===== src/rtl/fetch_sequencer.sv =====
// Instruction-fetch sequencer: owns the PC, keeps at most one I-memory request in flight
// and hands instructions to decode through a registered output backed by a 1-entry skid.
module fetch_sequencer #(
   parameter int unsigned       ADDR_W  = 32,
   parameter int unsigned       DATA_W  = 32,
   parameter logic [ADDR_W-1:0] BOOT_PC = ADDR_W'(32'h0000_1000)
) (
   input  logic              clk,
   input  logic              rst,
   input  logic              stall,
   input  logic              b_taken,
   input  logic [ADDR_W-1:0] b_addr,
   output logic              mem_req_valid,
   output logic [ADDR_W-1:0] mem_req_addr,
   input  logic              mem_req_ready,
   input  logic              mem_rsp_valid,
   input  logic [DATA_W-1:0] mem_rsp_data,
   output logic              if_valid,
   output logic [ADDR_W-1:0] if_pc,
   output logic [DATA_W-1:0] if_instr
);
   localparam logic [1:0] ST_IDLE = 2'd0;
   localparam logic [1:0] ST_REQ  = 2'd1;
   localparam logic [1:0] ST_WAIT = 2'd2;
   localparam logic [1:0] ST_HOLD = 2'd3;

   localparam logic [ADDR_W-1:0] WORD_MASK = ~ADDR_W'(3);

   logic [1:0]        state_q, state_d;
   logic [ADDR_W-1:0] pc_q, pc_d;
   logic              kill_q, kill_d;
   logic              if_valid_q, if_valid_d;
   logic [ADDR_W-1:0] if_pc_q, if_pc_d;
   logic [DATA_W-1:0] if_instr_q, if_instr_d;
   logic              skid_valid_q, skid_valid_d;
   logic [ADDR_W-1:0] skid_pc_q, skid_pc_d;
   logic [DATA_W-1:0] skid_instr_q, skid_instr_d;

   logic [ADDR_W-1:0] pc_inc;
   logic [ADDR_W-1:0] redir_pc;

   assign pc_inc   = pc_q + ADDR_W'(4);
   assign redir_pc = b_addr & WORD_MASK;

   always_comb begin
      state_d      = state_q;
      pc_d         = pc_q;
      kill_d       = kill_q;
      if_valid_d   = if_valid_q;
      if_pc_d      = if_pc_q;
      if_instr_d   = if_instr_q;
      skid_valid_d = skid_valid_q;
      skid_pc_d    = skid_pc_q;
      skid_instr_d = skid_instr_q;

      if (if_valid_q && !stall) begin
         if_valid_d = 1'b0;
      end

      case (state_q)
         ST_IDLE: state_d = ST_REQ;
         ST_REQ: begin
            if (mem_req_ready) begin
               state_d = ST_WAIT;
            end
         end
         ST_WAIT: begin
            if (mem_rsp_valid) begin
               if (kill_q) begin
                  kill_d  = 1'b0;
                  state_d = ST_REQ;
               end else if (!if_valid_q || !stall) begin
                  if_valid_d = 1'b1;
                  if_pc_d    = pc_q;
                  if_instr_d = mem_rsp_data;
                  pc_d       = pc_inc;
                  state_d    = ST_REQ;
               end else begin
                  skid_valid_d = 1'b1;
                  skid_pc_d    = pc_q;
                  skid_instr_d = mem_rsp_data;
                  pc_d         = pc_inc;
                  state_d      = ST_HOLD;
               end
            end
         end
         ST_HOLD: begin
            if (!stall) begin
               if_valid_d   = skid_valid_q;
               if_pc_d      = skid_pc_q;
               if_instr_d   = skid_instr_q;
               skid_valid_d = 1'b0;
               state_d      = ST_REQ;
            end
         end
         default: state_d = ST_IDLE;
      endcase

      // Redirect overrides everything above, including stall; a request accepted in the
      // same cycle is already on the wrong path, so its response must be discarded.
      if (b_taken && (state_q != ST_IDLE)) begin
         pc_d         = redir_pc;
         if_valid_d   = 1'b0;
         skid_valid_d = 1'b0;
         case (state_q)
            ST_REQ: begin
               kill_d  = mem_req_ready;
               state_d = mem_req_ready ? ST_WAIT : ST_REQ;
            end
            ST_WAIT: begin
               kill_d  = !mem_rsp_valid;
               state_d = mem_rsp_valid ? ST_REQ : ST_WAIT;
            end
            default: begin
               kill_d  = 1'b0;
               state_d = ST_REQ;
            end
         endcase
      end
   end

   always_ff @(posedge clk or negedge rst) begin
      if (!rst) begin
         state_q      <= ST_IDLE;
         pc_q         <= BOOT_PC & WORD_MASK;
         kill_q       <= 1'b0;
         skid_valid_q <= 1'b0;
         if_valid_q   <= 1'b0;
         if_pc_q      <= '0;
         if_instr_q   <= '0;
      end else begin
         state_q      <= state_d;
         pc_q         <= pc_d;
         kill_q       <= kill_d;
         skid_valid_q <= skid_valid_d;
         if_valid_q   <= if_valid_d;
         if_pc_q      <= if_pc_d;
         if_instr_q   <= if_instr_d;
      end
   end

   // Skid payload is only meaningful while skid_valid_q is set, so it needs no reset.
   always_ff @(posedge clk) begin
      skid_pc_q    <= skid_pc_d;
      skid_instr_q <= skid_instr_d;
   end

   assign mem_req_valid = (state_q == ST_REQ);
   assign mem_req_addr  = pc_q;
   assign if_valid      = if_valid_q;
   assign if_pc         = if_pc_q;
   assign if_instr      = if_instr_q;

endmodule


===== config.mk =====
export PLATFORM = sky130hd
export DESIGN_NAME = fetch_sequencer
export DESIGN_NICKNAME = d
export VERILOG_FILES = /design/src/rtl/fetch_sequencer.sv
export SDC_FILE = /design/constraint.sdc
export NUM_CORES = 1
export LEC_CHECK = 0
export ABC_AREA = 1
export BUFFER_PORTS_ARGS = -buffer_cell sky130_fd_sc_hd__buf_4
export CORE_MARGIN = 1.5
export CORE_UTILIZATION = 49
export DETAILED_ROUTE_END_ITERATION = 8
export HOLD_SLACK_MARGIN = 0.15
export PLACE_DENSITY = 0.78
export SLEW_MARGIN = 30
export SYNTH_ARGS = -nofsm -noshare
export SYNTH_HDL_FRONTEND = slang
export SYNTH_SLANG_ARGS = --single-unit

===== constraint.sdc =====
create_clock -name clk -period 3.6 [get_ports clk]
set_clock_uncertainty 0.1 [all_clocks]
set_input_delay 0.72 -clock clk [delete_from_list [all_inputs] [get_ports clk]]
set_output_delay 0.72 -clock clk [all_outputs]
set_load 0.01 [all_outputs]

== Word-level counts from Yosys, hierarchy flattened ==
Cells that the tools add are included.

* Register bits after elaboration: 165
* Bits of input ports: 70
* Output and inout port bits: 98
* Word-level logic and storage cells: 84

* Add/subtract/negate cells: 1
* Eq/ne operators: 13
* Muxes and demuxes: 41
* Bitwise operators: 2
* Reductions and logical operators: 18

{| class="wikitable"
|+ Operators with widths
! operator !! count
|-
| 32-bit 2-to-1 mux || 12
|-
| 32-bit one-hot mux with 2 select lines || 2
|-
| 32-bit by 3-bit adder with 32-bit output (second input constant) || 1
|-
| 2-bit 2-to-1 mux || 8
|-
| 1-bit 2-to-1 mux || 14
|-
| 3-bit inequality test (second input constant) || 4
|-
| 5-bit AND reduction || 2
|-
| 2-bit inequality test (second input constant) || 4
|-
| 2-bit one-hot mux with 4 select lines || 1
|-
| 2-bit nonzero test || 4
|-
| 1-bit one-hot mux with 2 select lines || 3
|-
| 3-bit AND reduction || 2
|-
| 2-bit equality test (second input constant) || 2
|-
| 2-bit one-hot mux with 2 select lines || 1
|-
| 4-bit AND reduction || 1
|-
| 1-bit zero test || 3
|-
| 3-bit by 1-bit inequality test with 1-bit output (second input constant) || 1
|-
| 3-bit nonzero test || 1
|-
| 2-bit by 1-bit equality test with 1-bit output (second input constant) || 1
|-
| 1-bit logical AND || 2
|-
| 2-bit zero test || 1
|-
| 2-bit by 1-bit inequality test with 1-bit output (second input constant) || 1
|-
| 1-bit inverter || 2
|-
| 2-bit AND reduction || 1
|-
| 1-bit logical OR || 1
|}

== Depth between registers and ports, before layout ==
Gate-level depths: netlist of the first run.

* Word-level depth: 8
* Depth in mapped cells: 11
* Mapped depth without buffers: 11

== Worst setup path before layout of the first run ==
Ideal clock, no wire load.

* Kind: input-to-reg
* From: input stall
* To: register skid_instr_q[0] (enable)
* Data arrival time: 3.506 ns
* Data required time: 3.017 ns
* Slack: -0.489 ns
* Cell stages on the path: 4
* Path buffers: 0
* Cell sequence: nand2_2 inv_1 nand2_1 nor2_1

* Cells in the longest elaborated chain, start to end: 4

{| class="wikitable"
|+ RTL lines
! element !! line !! source
|-
| start: declaration || 10 || <nowiki>input logic stall,</nowiki>
|-
| 1-bit zero test || n/a ||
|-
| 1-bit logical OR || 72 || <nowiki>end else if (!if_valid_q || !stall) begin</nowiki>
|-
| 1-bit inverter (no source line) || n/a ||
|-
| 4-bit AND reduction (no source line) || n/a ||
|-
| end signal: assignment || 145 || <nowiki>skid_instr_q <= skid_instr_d;</nowiki>
|-
| end: declaration || 37 || <nowiki>logic [DATA_W-1:0] skid_instr_q, skid_instr_d;</nowiki>
|}

No other way between the ends.
A chain may end at the register's enable or synchronous reset.

== Final worst setup path of the first run ==
* From: register state_q[0]
* To: register pc_q[4] (netlist: mem_req_addr[4])

* Cells in the longest elaborated chain, start to end: 4
* Elaborated cells on any way between the ends: 8
* Classes of those cells: eq/ne (2); mux (1); reduce/logical (5)

{| class="wikitable"
|+ RTL lines
! element !! line !! source
|-
| start: declaration || 29 || <nowiki>logic [1:0] state_q, state_d;</nowiki>
|-
| start signal: assignment || 132 || <nowiki>state_q <= state_d;</nowiki>
|-
| 2-bit nonzero test || 101 || <nowiki>if (b_taken && (state_q != ST_IDLE)) begin</nowiki>
|-
| 1-bit logical AND || 101 ||
|-
| 2-bit by 1-bit inequality test with 1-bit output (no source line) or 2-bit nonzero test (tied branches) || n/a ||
|-
| 3-bit AND reduction (no source line) || n/a ||
|-
| end signal: assignment || 125 || <nowiki>pc_q <= BOOT_PC & WORD_MASK;</nowiki>
|-
| end signal: assignment || 133 || <nowiki>pc_q <= pc_d;</nowiki>
|-
| end: declaration || 30 || <nowiki>logic [ADDR_W-1:0] pc_q, pc_d;</nowiki>
|}

Several ways; a longest one is shown, not always the timed one.

==> results.yml, run 1 <==
status:
  outcome: "finished clean"
finish:
  post-route-cell-area_mm2: 0.00965
  design.final.nets: 1170
  final_common_cell: "nand2_1"
  filler_cell_count: 1331
  n_antenna_cell: 0
  synth_to_final_area_change_pct: 25.2
  highest_count_cells_in_the_layout_ignoring_fill_and_taps: "nand2_1 (342), buf_4 (168), inv_1 (113), dfrtp_1 (96), nor2_1 (72)"
  drive_gt1_share_pct: 19.2
yosys:
  yosysWarnings: 0
  synth.avg_cell_area_um2: 8.12
  synth_area_mm2: 0.00771
  synth_sequential_area_ratio_pct: 55.6
  post_synth_inst_count: 949
  yosys_most_used_dff: "dfrtp_1"
  synth_cell_type_count: 29
  edff_count_synth: 62
  yosys_register_bits: 159
  synth_async_sr_flop_share_pct: 61.0
power:
  combinationalPowerShare_pct: 41.4
  leakagePower_nw: 4.57
  power_density_mw_per_mm2: 873
  netSwitchingPower_mw: 3.31
  peakVddDrop_mv: 0.448
  share_of_total_power_consumed_by_net_switching_pct: 39.3
  power.share.sequential_pct: 35.6
  power_frac_clock_pct: 23.0
  totalPowerFinal_mw: 8.43
  cell_internal_pwr_mw: 5.11
floorplan:
  die_width_um: 128
  floorplan.initialDensity_pct: 50.5
  num_rows: 45
  core_mm2: 0.0153
  ios: 168
  die-height_um: 128
  die_area_mm2: 0.0165
clock_network:
  postCtsSetupRepairBufs: 0
  clock_sinks: 159
  cts.path.max_buffers: 2
  cts_hold_buf: 0
  cts_bufs_inserted: 17
  post_cts_resize_count: 0
  root_buffer: "clkbuf_16"
  clk_latency_ns: 0.42
  htreeDepth: 4
  cts_tree: "built"
  clkTransAtPathRegs_ns: 0.06
timing:
  setup_ws_ns: 1.12
  final_worst_path_period_share_pct: 68.9
  final_report_max_slew_violation_count: 0
  setup_tns_ns: 0
  unrepaired_setup_endpoints_after_global_routing: "false"
  min_period_ns: 2.48
  finalHoldWorstSlack_ns: 0.247
  setup_viol: 0
  worst-slew-pin-transition_ns: 0.831
  max_freq_mhz: 403
  count_of_final_hold_check_violations: 0
  worst_slew_margin_rel_pct: 44.6
min_path:
  min_path_type: "input pin to async pin"
drt:
  dr.pass1.iters: 5
  route.detailed.vias_per_inst: 4.98
  ant_nets: 0
  drc_errors: 0
  route.vias.total: 6572
  drt-total-wl_um: 18500
  routedWlPerCell_um: 14.1
  detailedRoute.firstIterationViolations: 455
global_routing:
  use_met2_pct: 38.0
  vias_in_the_first_global_route: 6042
  grt_max_degree: 125
  grt_pass1_wl_um: 30100
  gr-usage-met3_pct: 3.62
  initial_antenna_violation_count: 0
  groute.usage.overall_pct: 23.5
  gr-usage-met1_pct: 32.3
  busiest_layer_in_global_routing: "met2"
  gr-total-overflow: 0
worst_setup_path:
  cp_slowest_stage_delay_ns: 0.49
  cp_common_cell: "inv_1"
  cp_data_arrival_time_ns: 2.63
  critPathKind: "register to register"
  crit_family: "buffers and inverters"
  critPathRequiredTime_ns: 3.75
  critical_path_peak_fanout: 59
  timing.critical_path.to_type: "register"
  critical_path.n_buffers_inverters: 4
  timing.critical_path.cells: "inv_1 -> ha_1 -> inv_1 -> nand2_1 -> buf_4 -> inv_1 -> o21ai_0 -> a22oi_1"
  crit_slowest_cell: "buf_4"
  startpoint_type: "register"
flow_run:
  max_cap_violations: 0
placed_design:
  detailed_place.area_mm2: 0.00902
  count_of_input_and_output_buffers: 161
  dp_worst_setup_slack_ns: 1.04
  routabilityCongestion: 0.871
  dp.final_hpwl_um: 12700
[power by group through the flow]
stage               registers, mW  logic [mW]  clock network [mW]
floorplan                    3.12        2.03                   0
global placement             3.00        3.40                   0
detailed placement           3.02        3.48                   0
CTS                          3.00        3.51                1.97
global route                 3.08        3.93                2.04
finish                       3.00        3.49                1.94
[through the flow]
| step | utilization [%] | instances |
|---|---|---|
| 5_1_grt | 63.3 | 1319 |
| 6_report | 63.3 | 1319 |
| 3_3_place_gp | 59.1 | 1287 |
| 3_5_place_dp | 59.1 | 1287 |
| 4_1_cts | 63.3 | 1319 |
| 2_1_floorplan | - | 952 |
[path summary, 6_finish.rpt]
check                                  startpoint                     endpoint  slack, ns  cells past startpoint
setup / recovery           state_q[0]$_DFFE_PN0P_  mem_req_addr[4]$_DFFE_PN0P_       1.12                      8
hold / removal                                rst     if_instr[23]$_DFFE_PN0P_       0.25                      1
setup reg to reg           state_q[0]$_DFFE_PN0P_  mem_req_addr[4]$_DFFE_PN0P_       1.12                      8
hold reg to reg                kill_q$_DFFE_PN0P_           kill_q$_DFFE_PN0P_       0.39                      2
max in group asynchronous                     rst     if_instr[25]$_DFFE_PN0P_       2.27                      2
min in group clk                  mem_rsp_data[3]    skid_instr_q[3]$_DFFE_PP_       0.39                      1
[Yosys cell counts, drive strengths merged (2+ instances only)]
library cell | instances | share of area (%)
a22oi | 4 | 0.39
nor3 | 3 | 0.19
nand3 | 36 | 2.3
or2 | 2 | 0.16
o21ai | 127 | 8.2
edfxtp | 62 | 24
nor2 | 78 | 4.0
o22ai | 2 | 0.16
clkbuf | 14 | 0.68
nand2 | 346 | 17
nand4 | 4 | 0.32
dfrtp | 96 | 31
a31oi | 3 | 0.24
inv | 114 | 5.6
ha | 5 | 0.81
buf | 31 | 2.7
a21oi | 18 | 1.2
[state kept, by name, summed over array words and instances (netlist names)]
signal        flops
if_valid          1
if_instr         32
kill_q            1
state_q           2
skid_valid_q      1
mem_req_addr     30
if_pc            30
skid_pc_q        30
skid_instr_q     32
[routing by layer]
metal / part of all wire, % / vias up
met4: 1.9 / 0
li1: - / 3310
met5: 0 / -
met2: 47 / 259
met1: 45 / 2979
met3: 6.7 / 24
[area by class of cell]
| type | count | area, um^2 | area share [%] |
|---|---|---|---|
| well taps | 211 | 264 | 2.73 |
| multi-input cells | 634 | 2750 | 28.5 |
| inverters | 114 | 428 | 4.43 |
| clock inverters | 11 | 188 | 1.94 |
| repair buffers | 169 | 1280 | 13.3 |
| clock buffers | 21 | 450 | 4.67 |
| flip-flops and latches | 159 | 4290 | 44.4 |
[kinds of logic (layout without fill, tap and decap cells)]
group	after synthesis	after routing	share of synthesized area [%]
AO/OA/AOI/OAI	155	155	10.3
adder cells (fa/ha/maj)	5	5	0.811
buffers and inverters	159	315	8.93
flip-flops	159	159	55.6
other	1	4	0.0486
AND/OR/NAND/NOR	470	470	24.3
Note: power is estimated with default switching activity, not from simulation.
==> run 2, diff against run 1 <==
Clock period 3.6 ns to 2.1 ns, I/O delays scaled along.
==> run 2 against run 1 <==
Against the previous run: clock power grew 58%; via count grew 2.5%; power grew 73%; final area grew 5.6%; combinational power grew 84%; critical endpoint is now mem_req_addr[6]$_DFFE_PN0P_; critical path depth grew 2; routed wire length grew 3.4%; worst setup slack lost 0.97 ns; final cell count grew 3.3%; clock-buffer cell count shrank 2; sequential share of layout area shrank 2.3 points.
==> results.yml, run 2 (same netlist as run 1, synthesis figures left out) <==
finish:
  combined_area_of_the_multi_input_logic_cells_mm2: 0.00278
  filler_cell_count: 1259
  final_common_cell: "nand2_1"
  seqCellArea_mm2: 0.00429
  synth_to_final_area_change_pct: 32.2
  highest_count_cells_in_the_layout_ignoring_fill_and_taps: "nand2_1 (341), buf_4 (169), inv_1 (112), dfrtp_1 (96), nor2_1 (72)"
  drive_gt1_share_pct: 19.9
  post_route_utilization_pct: 66.8
  n_antenna_cell: 0
  design.final.nets: 1215
worst_setup_path:
  cp_slowest_stage_delay_ns: 0.46
  startpoint_type: "register"
  cp_data_arrival_time_ns: 2.18
  crit_slowest_cell: "dfrtp_1"
  startpoint_of_the_worst_slack_reg_to_reg_timing_path: "state_q[0]$_DFFE_PN0P_"
  reg2regPathDepth: 10
  cp_common_cell: "nand2_1"
  critPathCapture: "mem_req_addr[6]$_DFFE_PN0P_"
  timing.critical_path.depth: 10
  timing.critical_path.to_type: "register"
  crit-reg2reg-capture: "mem_req_addr[6]$_DFFE_PN0P_"
  critPathKind: "register to register"
  timing.reg2reg.setup_slack_ns: 0.15
  critical_path_peak_fanout: 15
  critical_path.n_buffers_inverters: 4
  worst_setup_path_startpoint: "state_q[0]$_DFFE_PN0P_"
  crit_family: "flip-flops"
  critPathRequiredTime_ns: 2.33
  timing.critical_path.cells: "inv_2 -> ha_1 -> inv_1 -> nand2_1 -> nand2_1 -> nand2_1 -> inv_1 -> buf_4 -> o21ai_0 -> a22oi_1"
floorplan:
  die-height_um: 128
  ios: 168
  core_mm2: 0.0153
  num_rows: 45
  die_width_um: 128
  floorplan.initialDensity_pct: 50.5
  die_area_mm2: 0.0165
timing:
  max_freq_mhz: 513
  min_period_ns: 1.95
  setup_viol: 0
  final_worst_path_period_share_pct: 92.8
  unrepaired_setup_endpoints_after_global_routing: "false"
  final_report_max_slew_violation_count: 0
  setup_tns_ns: 0
  count_of_final_hold_check_violations: 0
drt:
  detailedRoute.firstIterationViolations: 402
  dr.pass1.iters: 5
  drt-total-wl_um: 19200
  route.vias.total: 6736
  ant_nets: 0
  routedWlPerCell_um: 14.1
  drc_errors: 0
  route.detailed.vias_per_inst: 4.94
power:
  leakagePower_nw: 4.80
  peakVddDrop_mv: 0.758
  power_density_mw_per_mm2: 1430
global_routing:
  grt_max_degree: 63
  grt_pass1_wl_um: 31300
  gr-usage-met3_pct: 3.78
  gr-total-overflow: 0
  initial_antenna_violation_count: 0
  busiest_layer_in_global_routing: "met2"
  groute.usage.overall_pct: 24.4
  gr-usage-met1_pct: 33.8
  vias_in_the_first_global_route: 6306
  use_met2_pct: 39.3
min_path:
  min_path_type: "input pin to register"
  hold_depth: 3
clock_network:
  cts_bufs_inserted: 17
  htreeDepth: 4
  root_buffer: "clkbuf_16"
  cts_tree: "built"
  postCtsSetupRepairBufs: 0
  clock_sinks: 159
  clk_latency_ns: 0.42
  clkTransAtPathRegs_ns: 0.06
  cts.path.max_buffers: 2
placed_design:
  routabilityCongestion: 0.875
  dp.final_hpwl_um: 13100
  count_of_input_and_output_buffers: 161
status:
  outcome: "finished clean"
flow_run:
  max_cap_violations: 0
==> run 2: cell count changes in the layout (fill, tap and decap cells not counted), sizes merged <==
cell,change
clkbuf,-2
clkinv,+2
buf,+12
bufinv,-2
dlygate4sd3,+33
clkinvlp,+1
==> run 2: layout make-up <==
class                           count  area share [%]
Timing Repair Buffer              214            18.0
Tap cell                          211            2.59
Inverter                          114            4.20
Sequential cell                   159            42.1
Multi-Input combinational cell    634            27.3
Clock inverter                     12            1.42
Clock buffer                       19            4.35
==> run 2: worst min-delay path by stage <==
stage / to / startpoint / slack, ns
2_1_floorplan: if_instr[0]$_DFFE_PN0P_ / rst / 0.02
3_3_place_gp: if_instr[22]$_DFFE_PN0P_ / rst / 0.31
3_5_place_dp: if_instr[22]$_DFFE_PN0P_ / rst / 0.31
4_1_cts: mem_req_addr[3]$_DFFE_PN0P_ / b_addr[3] / 0.16
5_1_grt: mem_req_addr[3]$_DFFE_PN0P_ / b_addr[3] / 0.18
6_report: mem_req_addr[3]$_DFFE_PN0P_ / b_addr[3] / 0.17
==> run 2: per-stage QoR <==
step | power, mW | instances | area [um^2] | hold WS, ns | setup WS [ns]
2_1_floorplan | 8.85 | 952 | 7750 | 0.0244 | -0.0210
3_3_place_gp | 11.3 | 1299 | 9270 | 0.312 | 0.256
3_5_place_dp | 11.5 | 1299 | 9270 | 0.314 | 0.208
4_1_cts | 14.6 | 1363 | 10200 | 0.158 | 0.154
5_1_grt | 15.7 | 1363 | 10200 | 0.184 | 0.0142
6_report | 14.6 | 1363 | 10200 | 0.171 | 0.152
==> run 2: what timing repair did <==
item                      CTS  global route
hold endpoints to repair   62             0
hold buffers               33             0
resized for setup           0             0
==> run 2: where the power goes <==
group	internal, mW	total [mW]	switching [mW]	leakage (nW)
registers	4.26	5.12	0.866	1.75
clock network	1.88	3.07	1.19	0.282
logic	2.66	6.41	3.74	2.76
total	8.80	14.6	5.80	4.80
==> run 2: metal layers <==
metal	up-vias	part of all wire, %
met1	3057	45
met5	-	0
met4	0	1.8
met2	262	47
met3	24	6.7
li1	3393	-
==> run 2: tightest hold or removal path, cell delays in order <==
cell and delay [ns]:
buf_4 0.10, nand2_1 0.05, a31oi_1 0.07
==> run 3, diff against run 2 <==
Settings changed: CELL_PAD_IN_SITES_DETAIL_PLACEMENT set to 1, CELL_PAD_IN_SITES_GLOBAL_PLACEMENT set to 1, CORE_UTILIZATION 49 to 36, GPL_TIMING_DRIVEN set to 0.
==> run 3 against run 2 <==
Against the previous run: sequential cell count unchanged; combinational power increased by 8.1%; die area is 35% higher; sequential share of layout area down 0.56 points; worst hold slack improved by 0.026 ns; non-clock buffer count up 29; final area up 1.4%; clock power about the same; clock-buffer cell count up 1; fmax is 3.4% lower; power rose by 4.2%; register-to-register slack lost 0.07 ns; critical path type unchanged; highest routed layer unchanged.
==> results.yml, run 3 (same netlist as run 1, synthesis figures left out) <==
status:
  outcome: "finished clean"
global_routing:
  use_met2_pct: 40.2
  vias_in_the_first_global_route: 7337
  initial_antenna_violation_count: 0
  gr-usage-met3_pct: 2.97
  grt_pass1_wl_um: 39100
  busiest_layer_in_global_routing: "met2"
  grt_max_degree: 98
  gr-total-overflow: 0
  groute.usage.overall_pct: 23.0
  gr-usage-met1_pct: 29.3
timing:
  setup_viol: 0
  unrepaired_setup_endpoints_after_global_routing: "false"
  setup_tns_ns: 0
  count_of_final_hold_check_violations: 0
  final_report_max_slew_violation_count: 0
  setup_ws_ns: 0.0827
  max_freq_mhz: 496
  final_worst_path_period_share_pct: 96.1
  worst-slew-pin-transition_ns: 0.841
  worst_slew_margin_rel_pct: 43.9
  min_period_ns: 2.02
placed_design:
  dp_cells: 1390
  dp_worst_setup_slack_ns: -0.122
  dp.final_hpwl_um: 18300
  routabilityCongestion: 0.829
  count_of_input_and_output_buffers: 161
clock_network:
  htreeDepth: 4
  clk_latency_ns: 0.42
  clkTransAtPathRegs_ns: 0.07
  cts_tree: "built"
  clock_sinks: 159
  cts.path.max_buffers: 2
  root_buffer: "clkbuf_16"
  cts_bufs_inserted: 17
floorplan:
  core_mm2: 0.0210
  floorplan.initialDensity_pct: 36.7
  die-height_um: 149
  ios: 168
  num_rows: 53
  die_width_um: 149
  die_area_mm2: 0.0223
worst_setup_path:
  critPathKind: "register to register"
  startpoint_type: "register"
  crit_family: "simple AND/OR/NAND/NOR gates"
  crit_slowest_cell: "dfrtp_2"
  critical_path_peak_fanout: 7
  timing.critical_path.cells: "ha_1 -> nand2_1 -> nor2_2 -> nand2_1 -> nor2_1 -> nand3_1 -> nand2_1 -> nand2_1 -> nand2_1 -> nand2_1"
  cp_slowest_stage_delay_ns: 0.46
  cp_data_arrival_time_ns: 2.23
  crit-reg2reg-capture: "mem_req_addr[20]$_DFFE_PN0P_"
  reg2regPathDepth: 10
  timing.reg2reg.setup_slack_ns: 0.08
  critical_path.n_buffers_inverters: 0
  critPathRequiredTime_ns: 2.32
  startpoint_of_the_worst_slack_reg_to_reg_timing_path: "mem_req_addr[3]$_DFFE_PN0P_"
  timing.critical_path.to_type: "register"
  cp_common_cell: "nand2_1"
power:
  share_of_total_power_consumed_by_net_switching_pct: 42.1
  power.share.sequential_pct: 34.4
  combinationalPowerShare_pct: 45.6
  peakVddDrop_mv: 0.588
  power_frac_clock_pct: 20.1
  netSwitchingPower_mw: 6.40
  power_density_mw_per_mm2: 1470
  cell_internal_pwr_mw: 8.81
  leakagePower_nw: 4.86
finish:
  combined_area_of_the_multi_input_logic_cells_mm2: 0.00278
  final_common_cell: "nand2_1"
  drive_gt1_share_pct: 21.6
  synth_to_final_area_change_pct: 34.1
  design.final.nets: 1244
  seqCellArea_mm2: 0.00429
  fin_cells: 1456
  highest_count_cells_in_the_layout_ignoring_fill_and_taps: "nand2_1 (341), buf_4 (167), inv_1 (112), dfrtp_1 (93)"
  filler_cell_count: 2524
  n_antenna_cell: 0
min_path:
  hold_depth: 3
  hold-path-endpoint: "mem_req_addr[9]$_DFFE_PN0P_"
  worstHoldStart: "b_addr[9]"
  min_path_type: "input pin to register"
drt:
  route.detailed.vias_per_inst: 4.86
  drt-total-wl_um: 25100
  dr.pass1.iters: 5
  routedWlPerCell_um: 17.3
  detailedRoute.firstIterationViolations: 378
  ant_nets: 0
  drc_errors: 0
  route.vias.total: 7069
flow_run:
  max_cap_violations: 0
-- run 3: final cells by class --
cell class                      instances  share of cell area, %
Sequential cell                       159                   41.5
Tap cell                              275                   3.33
Inverter                              114                   4.14
Buffer                                 45                   2.80
Clock inverter                         11                   1.13
Timing Repair Buffer                  198                   15.7
Multi-Input combinational cell        634                   26.9
Clock buffer                           20                   4.42
-- run 3: power by group through the flow --
stage               Clock (mW)  Combinational, mW  Sequential (mW)
CTS                       3.12               6.90             5.21
floorplan                    0               3.49             5.36
global route              3.23               7.76             5.35
finish                    3.05               6.93             5.23
detailed placement           0               6.76             5.25
global placement             0               6.53             5.22
-- run 3: what timing repair did --
item                                    4_1_cts  5_1_grt
hold endpoints to repair                    128        0
endpoints found under the setup margin       42       56
setup buffers                                 1        1
gates resized for setup                       3       28
hold buffers                                 33        0
gates cloned                                  0        0
-- run 3: metal layers --
metal | share of wire (%) | wire length (um) | up-vias
li1 | - | - | 3445
met2 | 50 | 12600 | 178
met4 | 1.8 | 445 | 0
met5 | 0 | 0 | -
met1 | 44 | 11100 | 3418
met3 | 3.8 | 944 | 28
-- run 3: per-stage QoR --
stage          cell area, um^2  util (%)  power (mW)  hold WS, ns
6_report                 10300      49.2        15.2        0.197
5_1_grt                  10300      49.2        16.3        0.221
4_1_cts                  10300      48.9        15.2        0.163
3_5_place_dp              9360      44.5        12.0        0.388
3_3_place_gp              9300      44.2        11.7        0.369
2_1_floorplan             7750         -        8.85       0.0244
-- run 3: how the worst max path moves through the flow --
| stage | start | end | slack (ns) | cells after the start |
|---|---|---|---|---|
| after floorplan | state_q[0]$_DFFE_PN0P_ | skid_instr_q[0]$_DFFE_PP_ | -0.02 | 4 |
| after global routing | mem_req_addr[3]$_DFFE_PN0P_ | mem_req_addr[20]$_DFFE_PN0P_ | 0.004 | 10 |
| after global placement | stall | skid_instr_q[31]$_DFFE_PP_ | -0.56 | 5 |
| after CTS | mem_req_addr[3]$_DFFE_PN0P_ | mem_req_addr[28]$_DFFE_PN0P_ | 0.01 | 10 |
| final | mem_req_addr[3]$_DFFE_PN0P_ | mem_req_addr[20]$_DFFE_PN0P_ | 0.08 | 10 |
| after detailed placement | state_q[1]$_DFFE_PN0P_ | mem_req_addr[17]$_DFFE_PN0P_ | -0.12 | 9 |
-- run 3: worst reg2reg max path: stages, from the launching register on --
cell and delay, ns:
dfrtp_2 0.46, ha_1 0.24, nand2_1 0.10, nor2_2 0.20
nand2_1 0.22, nor2_1 0.24, nand3_1 0.11, nand2_1 0.08
nand2_1 0.06, nand2_1 0.06, nand2_1 0.04
